<file path="config.mk">
export PLATFORM = sky130hd
export DESIGN_NAME = shift_rotate_arbiter
export DESIGN_NICKNAME = d
export VERILOG_FILES = /design/src/rtl/shift_rotate_arbiter.sv
export SDC_FILE = /design/constraint.sdc
export NUM_CORES = 1
export LEC_CHECK = 0
export ABC_AREA = 1
export CAP_MARGIN = 10
export CORE_MARGIN = 3
export CORE_UTILIZATION = 39
export CTS_BUF_LIST = sky130_fd_sc_hd__clkbuf_2
export DETAILED_ROUTE_END_ITERATION = 6
export PLACE_DENSITY_LB_ADDON = 0.08
export SYNTH_ARGS = -nofsm -noshare
export SYNTH_HDL_FRONTEND = slang
export SYNTH_SLANG_ARGS = --single-unit
</file>
<file path="constraint.sdc">
create_clock -name clk -period 1.18 [get_ports clk]
set_input_delay 0.295 -clock clk [delete_from_list [all_inputs] [get_ports clk]]
set_output_delay 0.295 -clock clk [all_outputs]
set_load 0.1 [all_outputs]
</file>
<file path="src/rtl/shift_rotate_arbiter.sv">
// ----------------------------------------------------------------------------
// shift_rotate_arbiter
//   Shares one combinational shift_rotate_unit between two requesters.
//   Round-robin arbitration, operand registering, one EXEC cycle driving the
//   unit, result capture, and routing of the result back to the owner.
//
// Ports
//   clk, rst                         clock, synchronous active-high reset
//   reqN_valid/ready/a/b/op          request channel of requester N (N=0,1)
//   respN_valid/ready/data           response channel of requester N
//   sru_a/sru_b/sru_op               operands presented to the unit
//   sru_out                          result returned by the unit
// ----------------------------------------------------------------------------
module shift_rotate_arbiter #(
  parameter int DATA_W = 32,
  parameter int AMT_W  = 5,
  parameter int OP_W   = 3
) (
  input  logic              clk,
  input  logic              rst,
  input  logic              req0_valid,
  output logic              req0_ready,
  input  logic [DATA_W-1:0] req0_a,
  input  logic [AMT_W-1:0]  req0_b,
  input  logic [OP_W-1:0]   req0_op,
  output logic              resp0_valid,
  input  logic              resp0_ready,
  output logic [DATA_W-1:0] resp0_data,
  input  logic              req1_valid,
  output logic              req1_ready,
  input  logic [DATA_W-1:0] req1_a,
  input  logic [AMT_W-1:0]  req1_b,
  input  logic [OP_W-1:0]   req1_op,
  output logic              resp1_valid,
  input  logic              resp1_ready,
  output logic [DATA_W-1:0] resp1_data,
  output logic [DATA_W-1:0] sru_a,
  output logic [AMT_W-1:0]  sru_b,
  output logic [OP_W-1:0]   sru_op,
  input  logic [DATA_W-1:0] sru_out
);

  typedef enum logic [1:0] {IDLE, EXEC, RESP} state_t;

  state_t              state_q;
  logic                owner_q;
  logic                last_grant_q;
  logic [DATA_W-1:0]   a_q;
  logic [AMT_W-1:0]    b_q;
  logic [OP_W-1:0]     op_q;
  logic [DATA_W-1:0]   res_q;

  logic gnt0, gnt1;

  // On a tie, the requester that did not win last time is granted.
  always_comb begin
    gnt0 = req0_valid && (!req1_valid || last_grant_q);
    gnt1 = req1_valid && (!req0_valid || !last_grant_q);
  end

  assign req0_ready  = (state_q == IDLE) && gnt0;
  assign req1_ready  = (state_q == IDLE) && gnt1;
  assign resp0_valid = (state_q == RESP) && !owner_q;
  assign resp1_valid = (state_q == RESP) &&  owner_q;
  // Both response data outputs carry the captured result; only the owner's
  // valid qualifies it.
  assign resp0_data  = res_q;
  assign resp1_data  = res_q;
  assign sru_a       = a_q;
  assign sru_b       = b_q;
  assign sru_op      = op_q;

  always_ff @(posedge clk) begin
    if (rst) begin
      state_q      <= IDLE;
      owner_q      <= 1'b0;
      last_grant_q <= 1'b1;
      a_q          <= '0;
      b_q          <= '0;
      op_q         <= '0;
      res_q        <= '0;
    end else begin
      case (state_q)
        IDLE: begin
          if (gnt0) begin
            a_q     <= req0_a;
            b_q     <= req0_b;
            op_q    <= req0_op;
            owner_q <= 1'b0;
            state_q <= EXEC;
          end else if (gnt1) begin
            a_q     <= req1_a;
            b_q     <= req1_b;
            op_q    <= req1_op;
            owner_q <= 1'b1;
            state_q <= EXEC;
          end
        end
        EXEC: begin
          res_q   <= sru_out;
          state_q <= RESP;
        end
        RESP: begin
          if (owner_q ? resp1_ready : resp0_ready) begin
            last_grant_q <= owner_q;
            state_q      <= IDLE;
          end
        end
        default: state_q <= IDLE;
      endcase
    end
  end

endmodule

</file>
# ---- Word level (Yosys, flattened, before mapping)
# Index checks and enable logic that the tools add are counted.
# Widths: inputs -> output; s select.
dict set report totals {
  regBits 76
  word_cells 41
}
dict set report op_classes {
  n_eq_ne 4
  muxes 13
  reduce_logical 17
}
# operator count
set op_table {}
lappend op_table {{$mux 32} 2}
lappend op_table {{$mux 5} 2}
lappend op_table {{$logic_and 1x1->1} 6}
lappend op_table {{$mux 2} 3}
lappend op_table {{$mux 3} 2}
lappend op_table {{$pmux 2 s3} 1}
lappend op_table {{$reduce_and 2->1} 3}
lappend op_table {{$logic_not 1->1} 4}
lappend op_table {{$mux 1} 3}
lappend op_table {{$ne 3x3->1 const B} 1}
lappend op_table {{$eq 2x1->1 const B} 1}
lappend op_table {{$eq 2x2->1 const B} 1}
lappend op_table {{$logic_not 2->1} 1}
lappend op_table {{$logic_or 1x1->1} 2}
lappend op_table {{$ne 2x1->1 const B} 1}
lappend op_table {{$reduce_bool 2->1} 1}

# ---- Longest topological paths before layout
# Gate-level depths: netlist (run 1).
dict set report logic_depth {
  depth_word 6
  depth_mapped 8
}

# ---- Worst setup path before layout (run 1)
# OpenSTA, ideal clock, no wires.
dict set report synth_path {
  path_kind {flip-flop to output port}
  from {reg state_q[0]}
  to {out resp0_valid}
  arrival_time_ps 1737
  setup_slack_ps -852
  required_time_ps 885
  stages_incl_launch_ff 4
  path_cell_list {dfxtp_1 -> inv_1 -> nand2_1 -> nor2_1}
}
dict set report synth_via {
  elab_chain_cells 2
}
# item line_no
set synth_lines {}
lappend synth_lines {{start, declared} 45} ;# state_t state_q;
lappend synth_lines {{start signal, assigned} 75} ;# state_q <= IDLE;
lappend synth_lines {{start signal, assigned} 90} ;# state_q <= EXEC;
lappend synth_lines {{start signal, assigned} 96} ;# state_q <= EXEC;
lappend synth_lines {{$eq 2x2->1} 63} ;# assign resp0_valid = (state_q == RESP) && !owner_q;
lappend synth_lines {{$logic_and 1x1->1} 63}
lappend synth_lines {{end, declared} 26} ;# output logic resp0_valid,
# Every way passes these cells.

# ---- Worst setup path in the final report (run 1)
dict set report layout_path {
  from {in req1_valid}
  to {out req0_ready}
}
dict set report layout_via {
  elab_chain_cells 4
}
# item line_no
set layout_lines {}
lappend layout_lines {{start, declared} 29} ;# input logic req1_valid,
lappend layout_lines {{$logic_not 1->1} 57} ;# gnt0 = req0_valid && (!req1_valid || last_grant_q);
lappend layout_lines {{$logic_or 1x1->1} 57}
lappend layout_lines {{$logic_and 1x1->1} 57}
lappend layout_lines {{$logic_and 1x1->1} 61} ;# assign req0_ready = (state_q == IDLE) && gnt0;
lappend layout_lines {{end, declared} 22} ;# output logic req0_ready,
# Every way passes these cells.

==> summary.txt, run 1 <==
Hold path
  – Hold depth: 3
  – Worst Hold End: resp0_data[30]
  – HP Start: sru_out[30]
  – Hold Crit Class: input port to flop

Detailed routing
  – Antenna viol nets, final: 0
  – DRT Pass-1 Iters: 5
  – Post-Route WL: 15000 µm
  – DR vias: 4569
  – Iter 0 DRT Violations: between 200 and 250
  – Post-route DRC: 0
  – Vias per cell: 4.88
  – WL/cell: roughly 16 µm

GRT
  – Initial antenna violation count: 0
  – Largest net degree at the start of global routing: 34
  – Global-route wire length before repair: 23600 µm
  – Number of global-route vias before repair: ~5000
  – GRT Total Usage: around a quarter
  – Total gr overflow: 0

Setup path
  – CP Class: input port to primary output
  – Maximum fanout along the worst path: 4
  – Crit. End Element: primary output
  – FF-to-FF End: sru_a[14]
  – Worst r2r src: last_grant_q
  – Crit path DAT: around 1400 ps
  – Reg2Reg Setup Slack: -160 ps
  – Worst path required time: 880 ps
  – Worst reg2reg path depth: 7
  – Startpoint types: input port

STA
  – Unrepaired setup endpoints after global routing: yes
  – Final worst-path cycle share: 145%
  – Final Skew: ~28 ps
  – Slew Limit Fails: 0
  – Max Clock Freq: just under 0.6 GHz
  – Final setup fails: around 150
  – Least-Margin Pin Slew: ~370 ps
  – Fin crit period: between 1500 and 2000 ps
  – Final hold violations: 0
  – Final setup margin: -530 ps
  – Slew margin rel.: between 70 and 80%

Pwr
  – Tot Pwr: around 13 mW
  – P_leak: roughly 3.6 nW
  – Peak VDD IR: 0.961 mV
  – Sequential Power Share: 27.0%
  – Logic pwr share: around 58%
  – Clock power share: between 10% and 20%
  – Switching share of total power: around 47%
  – P_int: about 6.8 mW
  – NetSw: ~5.9 mW
  – Power per cell area: ~1600 mW/mm²

Synthesis
  – Synthesis warning total: 0
  – Synthesis-stage register bit count: between 70 and 80
  – Cell count after synthesis: ~590
  – Main area contributors after synthesis: dfxtp_1, nor2_1, nand2_1
  – Syn Nets: just over 700
  – Synth top area share: 39.6%
  – Sequential cell area fraction in the yosys report: between 30% and 40%
  – Synthesized area: a little under 0.004 mm²
  – Top cell type by total area after synthesis: dfxtp_1
  – Syn_area_per_cell: approximately 6.5 µm²
  – Unique masters post-synth: 18

Die
  – Standard-cell row count: 35
  – Starting Density: 40.8%
  – Die Wd: approximately 110 µm
  – Chip height: ~110 µm
  – Number of I/O pins: 226
  – Die area: 0.0111 mm²
  – Area of the core: around 0.0094 mm²

Clock tree
  – Clk Latency, worst-skew pair: approximately 510 ps
  – Worst-case clock buffer depth: 2
  – CTS Sinks: between 70 and 80
  – H-tree depth: 3
  – Root Buffer: clkbuf_2
  – Post-CTS Hold Buffers: 0
  – CTS buffer count: 9
  – Clock-pin slew on the worst setup and hold paths: roughly 220 ps
  – CTS tree: built

Layout
  – Final non-filler cell total: about 940
  – Commonest cells after routing, fill and taps aside: nor2_1, nand2_1, buf_12, clkdlybuf4s50_1, nand3_1
  – Share of layout cells above drive strength 1: between 30% and 40%
  – Nets: slightly above 900
  – Commonest non-fill, non-tap cell in the layout: nor2_1
  – Area growth, synth to finish: 109%
  – Antenna fix cells: 0

Placement
  – Port bufs: around 230
  – GP Congestion: 0.800
  – Dpl cells: around 900
  – Dpl hpwl: between 10000 and 15000 µm

Run
  – Max-cap violations: 0

Status
  – Status: finished, violations left
  – Failing checks: setup timing
-- timing repair --
action / in CTS / in global routing
endpoints found under the setup margin: 148 / 170
cloned: 9 / 1
setup buffers: 6 / 3
pin swaps: 5 / 20
gates resized for setup: 18 / 29
-- synth_stat cells (all sizes together) --
cell / count
clkbuf: 10
buf: 60
nand3: 82
nand2: 130
nor2: 149
inv: 49
o211ai: 1
a21oi: 2
o21ai: 33
nand4: 1
dfxtp: 76
-- per-layer routing --
metal / wire [µm] / vias up / share of wire [%] / GRT usage [%]
li1: - / 2221 / - / -
met2: 8060 / 206 / 54 / 48.6
met5: 0 / - / 0 / 0
met1: 5160 / 2103 / 34 / 27.4
met4: 482 / 0 / 3.2 / 11.2
met3: 1310 / 39 / 8.7 / 8.27
-- kinds of logic after synthesis --
kind of cell	Yosys count	share of synthesized area, %
AO/OA/AOI/OAI	36	4.75
buffers and inverters	119	16.9
AND/OR/NAND/NOR	362	38.7
flip-flops	76	39.6
-- worst max path at each step --
| stage | startpoint | to | cells past startpoint |
|---|---|---|---|
| final | req1_valid | req0_ready | 7 |
| after global routing | state_q[1] | req1_ready | 5 |
| after CTS | state_q[1] | req1_ready | 5 |
| after detailed placement | req0_valid | req0_ready | 6 |
| after global placement | req0_valid | req0_ready | 6 |
| after floorplan | req0_valid | req1_ready | 5 |
-- critical path, cell delays in order --
cell,delay (ps)
clkdlybuf4s50_1,480
inv_1,70
nand2_1,130
nand2_1,80
nand2_2,90
clkinvlp_4,100
buf_12,170
-- power groups by stage --
stage | clock network, mW | logic [mW] | registers [mW]
2_1_floorplan | 0 | 2.24 | 5.52
3_3_place_gp | 0 | 6.89 | 3.47
3_5_place_dp | 0 | 6.98 | 3.48
4_1_cts | 1.91 | 7.33 | 3.44
5_1_grt | 2.01 | 7.69 | 3.48
6_report | 1.87 | 7.40 | 3.43
-- metrics by stage --
stage | utilization, % | hold slack [ps] | setup TNS [ps] | setup slack (ps) | area, µm²
after floorplan | - | 357 | -491 | -189 | 4070
after global placement | 78.5 | 516 | -22100 | -543 | 7390
after detailed placement | 78.5 | 526 | -25940 | -589 | 7390
after CTS | 83.9 | 290 | -33700 | -576 | 7900
after global routing | 85.3 | 267 | -40800 | -626 | 8030
final | 85.3 | 337 | -28480 | -530 | 8030
-- sequential cells by signal, indices dropped and copies added (netlist names) --
signal / flops
last_grant_q: 1
owner_q: 1
resp0_data: 32
sru_a: 32
sru_b: 5
sru_op: 3
state_q: 2
-- final cells by class --
type	instances	area (µm²)
inverter	49	194
tap	129	161
clock inverter	6	113
timing repair buffer	267	3960
clock buffer	10	50.0
sequential	76	1700
fill	538	1380
multi-input combinational	399	1850
(Power assumes the default switching activity.)
==> run 2: changes to the inputs <==
CORE_UTILIZATION = 42   (was 39)
TNS_END_PERCENT = 20   (was unset)
clock period = 1.99 ns   (was 1.18 ns; I/O delays follow)
==> summary.txt, run 2 (same netlist as run 1, synthesis figures left out) <==
STA
  – Fin crit period: 1930 ps
  – TNS Setup: 0 ps (+28480 ps)
  – Slew Limit Fails: 0 (unchanged)
  – Max Clock Freq: between 0.5 and 0.6 GHz
  – Final Skew: 42.3 ps (+14.7 ps)
  – Final hold violations: 0 (unchanged)
  – Unrepaired setup endpoints after global routing: yes
  – Slew margin rel.: 73.2% (-2.4 points)
  – Final hold slack: 519 ps (+182 ps)
  – Final setup fails: 0 (-100%)
  – Final worst-path cycle share: 96.8%
  – Least-Margin Pin Slew: 402 ps (+36.3 ps)

Clock tree
  – H-tree depth: 3 (unchanged)
  – Post-CTS Hold Buffers: 0 (unchanged)
  – CTS buffer count: 9 (unchanged)
  – Root Buffer: clkbuf_2
  – Worst-case clock buffer depth: 2 (unchanged)
  – CTS Sinks: 76 (unchanged)
  – Clk Latency, worst-skew pair: 510 ps (about the same)
  – Clock-pin slew on the worst setup and hold paths: 180 ps (-40 ps)
  – CTS tree: built

Pwr
  – Peak VDD IR: 0.603 mV (-37%)
  – Power per cell area: 992 mW/mm² (-37%)
  – Tot Pwr: 6.63 mW (-48%)
  – P_leak: 3.17 nW (-12%)

Detailed routing
  – DR vias: 4219 (-7.7%)
  – Post-route DRC: 0 (unchanged)
  – DRT Pass-1 Iters: 4 (-1)
  – Antenna viol nets, final: 0 (unchanged)
  – Vias per cell: 4.76 (-2.6%)
  – Post-Route WL: 12600 µm (-16%)
  – WL/cell: 14.2 µm (-12%)
  – Iter 0 DRT Violations: 132 (-47%)

Setup path
  – Startpoint types: flop
  – Crit. End Element: primary output
  – CP Class: flop to primary output
  – Reg2Reg Setup Slack: 690 ps (+850 ps)
  – Crit path DAT: 1430 ps (about the same)
  – Maximum fanout along the worst path: 4 (unchanged)
  – Worst path required time: 1490 ps (+610 ps)

Die
  – Die area: 0.0103 mm² (-6.7%)
  – Area of the core: 0.00881 mm² (-6.5%)
  – Chip height: 102 µm (-3.4%)
  – Number of I/O pins: 226 (unchanged)
  – Starting Density: 43.6% (+2.8 points)
  – Die Wd: 102 µm (-3.4%)
  – Standard-cell row count: 34 (-2.9%)

GRT
  – Largest net degree at the start of global routing: 74 (+120%)
  – Global-route wire length before repair: 20000 µm (-15%)
  – Initial antenna violation count: 0 (unchanged)
  – GRT Total Usage: 24.2% (-2.2 points)
  – Number of global-route vias before repair: 4238 (-14%)
  – Total gr overflow: 0 (unchanged)

Layout
  – Commonest cells after routing, fill and taps aside: nor2_1, nand2_1, clkdlybuf4s50_1, nand3_1, buf_12
  – Area growth, synth to finish: 74.0%
  – Antenna fix cells: 0 (unchanged)
  – Commonest non-fill, non-tap cell in the layout: nor2_1
  – Share of layout cells above drive strength 1: 19.0% (-16 points)
  – Nets: 893 (-2.9%)

Status
  – Status: finished, final reports clean

Placement
  – GP Congestion: 0.794 (-0.76%)
  – Dpl hpwl: 9470 µm (-10%)
  – Port bufs: 225 (unchanged)

Hold path
  – Hold Crit Class: flop to flop

Run
  – Max-cap violations: 0 (unchanged)
==> run 2: cell count changes in the layout (fill, tap and decap cells not counted), sizes merged <==
cell | before | now
buf | 144 | 124
bufbuf | 5 | 0
clkbuf | 11 | 9
inv | 47 | 49
bufinv | 3 | 2
clkdlybuf4s50 | 116 | 115
clkinvlp | 2 | 1
dlygate4sd2 | 1 | 2
nand2 | 131 | 130
==> run 2: worst paths after layout <==
check,from,end,cells after the start
min reg2reg,owner_q,owner_q,2
max reg2reg,last_grant_q,sru_a[24],8
min,owner_q,owner_q,2
max,state_q[0],resp0_valid,4
==> run 2: critical path, stage by stage (launching register included) <==
cell and delay [ps]:
dfxtp_1 370, inv_1 110, nand2_1 120, nor2_2 160, buf_12 190
==> run 2: layout make-up <==
| class | count | area [µm²] |
|---|---|---|
| Timing Repair Buffer | 241 | 3040 |
| Fill cell | 660 | 2120 |
| Multi-Input combinational cell | 398 | 1680 |
| Sequential cell | 76 | 1520 |
| Inverter | 49 | 184 |
| Tap cell | 108 | 135 |
| Clock inverter | 6 | 80.1 |
| Clock buffer | 9 | 45.0 |
==> run 2: report_power, final <==
part           internal (mW)  switching [mW]  total [mW]  leakage (nW)
Sequential              1.72           0.215        1.94         0.629
Combinational           1.19            2.58        3.76          2.47
Clock                  0.399           0.536       0.935        0.0728
==> run 2: repair_timing <==
item,CTS,global route
buffers inserted,0,0
endpoints found under the setup margin,3,4
gates resized for setup,5,3
hold endpoints to repair,0,0
gates cloned,0,0
==> run 2: metal layers <==
metal  track usage, %  part of all wire [%]  up-vias
met2             43.6                    51      165
met1             26.1                    37     1884
met3             9.23                    10       15
met5                0                     0        -
li1                 -                     -     2155
met4             7.36                   1.5        0
==> run 2: through the flow <==
| step | std cells | worst slack, ps | instance area [µm²] | utilization (%) |
|---|---|---|---|---|
| floorplan | 593 | -244 | 3840 | - |
| global placement | 872 | -129 | 6550 | 74.4 |
| detailed placement | 872 | -153 | 6550 | 74.4 |
| CTS | 887 | -25.4 | 6680 | 75.9 |
| global route | 887 | -29.5 | 6690 | 75.9 |
| finish | 887 | 64.6 | 6690 | 75.9 |
